### src/rtl/fifo_ctrl_pkg.sv
// Shared FIFO controller constants and types used by the accelerator output packer.
package fifo_ctrl_pkg;

   localparam int unsigned data_width     = 64;
   localparam int unsigned acc_width      = 16;
   localparam int unsigned pack_ratio     = data_width / acc_width;
   localparam int unsigned idle_cnt_width = 14;

   typedef logic [$clog2(pack_ratio):0]   beat_cnt_t;
   typedef logic [idle_cnt_width-1:0]     idle_cnt_t;

endpackage

### src/rtl/acc_packer_idle_timer.sv
// Saturating idle-cycle counter; pulses o_expire in the cycle the count reaches i_limit.
module acc_packer_idle_timer
   import fifo_ctrl_pkg::*;
(
   input  logic      clk,
   input  logic      rst,
   input  logic      i_arm,
   input  logic      i_clear,
   input  idle_cnt_t i_limit,
   output logic      o_expire
);

   idle_cnt_t r_count;
   idle_cnt_t w_count_inc;
   idle_cnt_t w_count_d;

   always_comb begin
      w_count_inc = (r_count == '1) ? r_count : r_count + 1'b1;
      w_count_d   = r_count;
      if (i_clear) begin
         w_count_d = '0;
      end else if (i_arm) begin
         w_count_d = w_count_inc;
      end
   end

   always_ff @(posedge clk or posedge rst) begin
      if (rst) begin
         r_count <= '0;
      end else begin
         r_count <= w_count_d;
      end
   end

   // Fires once: a saturated counter can no longer step onto the limit.
   assign o_expire = i_arm && !i_clear && (i_limit != '0) && (r_count != '1) &&
                     (w_count_inc == i_limit);

endmodule

### src/rtl/acc_out_packer.sv
// Packs AccWidth accelerator beats into DataWidth words with flush/timeout for partial words.
// Optional stat_words/stat_partial counters are enabled by ACC_OUT_PACKER_STATS_EN.
module acc_out_packer
   import fifo_ctrl_pkg::*;
#(
   parameter int unsigned  DataWidth = data_width,
   parameter int unsigned  AccWidth  = acc_width,
   localparam int unsigned PackRatio = DataWidth / AccWidth
)(
   input  logic                         clk,
   input  logic                         rst,
   input  idle_cnt_t                    flush_cycles,
   input  logic                         flush_i,
   input  logic                         acc_valid,
   output logic                         acc_ready,
   input  logic [AccWidth-1:0]          acc_data,
   output logic                         out_valid,
   input  logic                         out_ready,
   output logic [DataWidth-1:0]         out_data,
   output logic [$clog2(PackRatio):0]   out_beats
`ifdef ACC_OUT_PACKER_STATS_EN
   ,
   output logic [31:0]                  stat_words,
   output logic [31:0]                  stat_partial
`endif
);

   localparam int unsigned     CntW    = $clog2(PackRatio) + 1;
   localparam logic [CntW-1:0] FullCnt = CntW'(PackRatio);

   logic [DataWidth-1:0] r_acc;
   logic [DataWidth-1:0] w_acc_d;
   logic [CntW-1:0]      r_cnt;
   logic [CntW-1:0]      w_cnt_d;
   logic                 r_flush_pend;
   logic                 w_flush_pend_d;

   logic                 r_out_valid;
   logic [DataWidth-1:0] r_out_data;
   logic [CntW-1:0]      r_out_beats;

   logic                 w_has_data;
   logic                 w_accept;
   logic                 w_emit;
   logic                 w_xfer;
   logic                 w_arm;
   logic                 w_expire;

   assign w_has_data = (r_cnt != '0);
   assign acc_ready  = (r_cnt < FullCnt) && !r_flush_pend;
   assign w_accept   = acc_valid && acc_ready;
   assign w_emit     = (r_cnt == FullCnt) || (w_has_data && r_flush_pend);
   // Output register loads while it is empty or being drained this cycle.
   assign w_xfer     = w_emit && (!r_out_valid || out_ready);
   assign w_arm      = w_has_data && !r_flush_pend && !w_accept;

   acc_packer_idle_timer u_idle_timer (
      .clk      (clk),
      .rst      (rst),
      .i_arm    (w_arm),
      .i_clear  (w_accept || w_xfer),
      .i_limit  (flush_cycles),
      .o_expire (w_expire)
   );

   // Accept and transfer are mutually exclusive: acc_ready is low whenever emit can hold.
   always_comb begin
      w_acc_d = r_acc;
      w_cnt_d = r_cnt;
      if (w_xfer) begin
         w_acc_d = '0;
         w_cnt_d = '0;
      end else if (w_accept) begin
         for (int k = 0; k < PackRatio; k++) begin
            if (r_cnt == CntW'(k)) begin
               w_acc_d[k*AccWidth +: AccWidth] = acc_data;
            end
         end
         w_cnt_d = r_cnt + 1'b1;
      end
   end

   always_comb begin
      w_flush_pend_d = r_flush_pend;
      if (w_xfer) begin
         w_flush_pend_d = 1'b0;
      end else if ((flush_i && (w_has_data || w_accept)) || w_expire) begin
         w_flush_pend_d = 1'b1;
      end
   end

   always_ff @(posedge clk or posedge rst) begin
      if (rst) begin
         r_acc        <= '0;
         r_cnt        <= '0;
         r_flush_pend <= 1'b0;
      end else begin
         r_acc        <= w_acc_d;
         r_cnt        <= w_cnt_d;
         r_flush_pend <= w_flush_pend_d;
      end
   end

   always_ff @(posedge clk or posedge rst) begin
      if (rst) begin
         r_out_valid <= 1'b0;
         r_out_data  <= '0;
         r_out_beats <= '0;
      end else if (w_xfer) begin
         r_out_valid <= 1'b1;
         r_out_data  <= r_acc;
         r_out_beats <= r_cnt;
      end else if (out_ready) begin
         r_out_valid <= 1'b0;
      end
   end

   assign out_valid = r_out_valid;
   assign out_data  = r_out_data;
   assign out_beats = r_out_beats;

`ifdef ACC_OUT_PACKER_STATS_EN
   logic [31:0] r_stat_words;
   logic [31:0] r_stat_partial;

   always_ff @(posedge clk or posedge rst) begin
      if (rst) begin
         r_stat_words   <= '0;
         r_stat_partial <= '0;
      end else if (w_xfer) begin
         r_stat_words <= r_stat_words + 32'd1;
         if (r_cnt != FullCnt) begin
            r_stat_partial <= r_stat_partial + 32'd1;
         end
      end
   end

   assign stat_words   = r_stat_words;
   assign stat_partial = r_stat_partial;
`endif

endmodule

### config.mk
export PLATFORM = sky130hd
export DESIGN_NAME = acc_out_packer
export DESIGN_NICKNAME = d
export VERILOG_FILES = /design/src/rtl/fifo_ctrl_pkg.sv /design/src/rtl/acc_packer_idle_timer.sv /design/src/rtl/acc_out_packer.sv
export SDC_FILE = /design/constraint.sdc
export NUM_CORES = 1
export LEC_CHECK = 0
export CAP_MARGIN = 5
export CORE_AREA = 4 4 126 128
export DETAILED_ROUTE_END_ITERATION = 6
export DIE_AREA = 0 0 130 132
export PLACE_DENSITY = 0.69
export SLEW_MARGIN = 10
export SYNTH_ARGS = -nofsm -noshare
export SYNTH_HDL_FRONTEND = slang
export SYNTH_SLANG_ARGS = --single-unit
### constraint.sdc
create_clock -name clk -period 11.28 [get_ports clk]
set_input_delay 1.128 -clock clk [delete_from_list [all_inputs] [get_ports clk]]
set_output_delay 1.128 -clock clk [all_outputs]
set_load 0.005 [all_outputs]
==> metrics.txt <==
reg2reg path depth 8; nets around 760; # IOs 104; Pwr Density 244 nW/µm²; CP peak stage delay 860 ps; total power 2.04 mW; headroom to the max-slew limit 32.6%; Total Wirelength 16500 µm; Die X around 130 µm; Die Ht 132 µm; TritonCTS buffer count 17; Longest Clk Path Bufs 2; CP Class in2reg; crit path cell chain clkdlybuf4s50_1 -> nand2b_1 -> and2_4 -> buf_4 -> or2_2 -> o21ai_0 -> a32o_1; Residual DRC 0; Worst path slowest cell buf_4; Avg Cell Area, Syn 10.6 µm²; CTS Hold Bufs 0; Synth Flop Type dfrtp_1; fraction of final layout cells with drive strength greater than 1 about 15%; Max Slew Vio Count 0; antenna violations before repair 0; setup ws final between 7000 and 8000 ps; Seq cells post-synth 150; row count 45; Avg Vias per Cell 5.54; Max VDD drop 0.147 mV; design area 8380 µm²; CP delay by family, top buffers and inverters; insertion delay to the later sink of the worst-skew pair 420 ps; hold_ws 504 ps; WP depth 7; min cycle time layout around 3700 ps; Hold Violations, Final 0; worst hold path depth 1; post-synthesis cell area 6630 µm²; Fill cells 1293; CTS tree yes; Setup crit start kind input port; Max Fclk around 270 MHz; Least-Margin Pin Slew 1010 ps; router iterations before antenna repair 5; largest area contributor in the netlist dfrtp_1; area post-placement 7770 µm²; Initial DRC Count about 400; Unique masters post-synth 51; largest net degree at the start of global routing 89; placed insts 883; Setup Buffers After CTS 0; max cap viols 0; total core area 14900 µm²; Hold Path Class reg2reg; CP max FO 88; Post-synth EDFFs 0; Overflow after GRT 0; final worst-path cycle share around 32%; synth cell count leaders dfrtp_1, nand2_1, a21oi_1; Fin Setup TNS 0 ps; clock skew 7.59 ps; Root Buffer Master clkbuf_16; pre-CTS worst setup slack approximately 7200 ps; final core utilization 56.4%; ys async rst share 100%; Antenna Nets Post-Route 0; number of global-route vias before repair 4962; Port Buffers 103; routability congestion estimate roughly 0.84; Syn Nets 668; crit path DAT approximately 4000 ps; Ys Warns 0; non-filler instance count after layout 915; starting density of the core 44.6%; ANT cells 0; clk sink count 150; Required @ worst endpoint 11590 ps; Crit. End Element flip-flop; area of the multi-input gates 2700 µm²; CTS H-tree lvls 4; Setup-failing EPs final 0; GRT Total Usage about a fifth; Seq. cell area approximately 3800 µm²; die area 17200 µm²; first-pass GRT wire length between 20000 and 30000 µm; clk slew on worst S/H paths 60 ps; share of the synthesized area in the top cell type ~57%; outcome finished clean; top cells by area, synth dfrtp_1, mux2_2, nand2_1; Worst Path Buf+Inv 2; cts repair resizes 0; DR WL/cell 18.0 µm; Detailed Place HPWL 11400 µm; Layout area overhead 26.4%; static leakage 3.69 nW; RSZ-0062 raised after global routing no; Gate Count Post-Synth approximately 630; worst reg2reg setup slack 7870 ps; part of the Yosys area used for sequential elements 56.7%; DR vias 5072
## report_power, final
part / leakage, nW / switching [mW] / internal, mW / total, mW
Sequential: 2.05 / 0.0942 / 0.692 / 0.787
Clock: 0.293 / 0.220 / 0.350 / 0.570
Combinational: 1.34 / 0.345 / 0.341 / 0.686
Total: 3.69 / 0.659 / 1.38 / 2.04
## layout by cell type (no fill, tap or decap), drive strengths merged, types with 5 or more instances in the layout
master,instances
a21oi,79
nand2,150
clkinv,5
nor3,5
xor2,5
clkbuf,22
nor4,7
dfrtp,150
nor2,17
xnor2,12
and3,7
mux2,68
inv,7
nand3,9
nand4,6
ha,6
o31ai,6
clkdlybuf4s50,103
o21ai,14
## final cells by class
cell class | instances | area share [%]
flip-flops and latches | 150 | 44.8
multi-input cells | 433 | 32.3
repair buffers | 106 | 12.6
clock buffers | 22 | 5.78
well taps | 188 | 2.81
clock inverters | 10 | 1.43
inverters | 6 | 0.329
## sequential cells by signal, indices dropped and copies added (netlist names)
name and flops:
u_idle_timer.r_count 14, r_cnt 3, r_flush_pend 1, out_valid 1, out_data 64, r_acc 64, out_beats 3
## kinds of logic (layout without fill, tap and decap cells)
logic type / Yosys count / in the layout / synth area share (%)
and+or+nand+nor: 224 / 224 / 15.4
DFF: 150 / 150 / 56.7
AOI/OAI and AO/OA: 117 / 117 / 10.2
muxes: 69 / 69 / 11.8
buffers and inverters: 44 / 144 / 2.59
xor gates and xnor gates: 17 / 17 / 2.25
adders and majority gates: 6 / 6 / 1.13
## final timing paths
| path | from | end |
|---|---|---|
| worst max-delay path | out_ready | u_idle_timer.r_count[1] |
| worst min-delay path | r_acc[44] | out_data[44] |
| worst max register to register | r_cnt[0] | u_idle_timer.r_count[1] |
| worst min register to register | r_acc[44] | out_data[44] |
| max in group asynchronous | rst | r_acc[16] |
| min in group asynchronous | rst | out_valid |
## layer usage
metal | track usage [%] | vias to the layer above | share of wire, %
li1 | - | 2343 | -
met1 | 26.5 | 2539 | 43
met2 | 29.9 | 166 | 49
met3 | 6.56 | 24 | 6.7
met4 | 5.66 | 0 | 1.6
met5 | 0 | - | 0
Power figures use the tool's default switching activity.
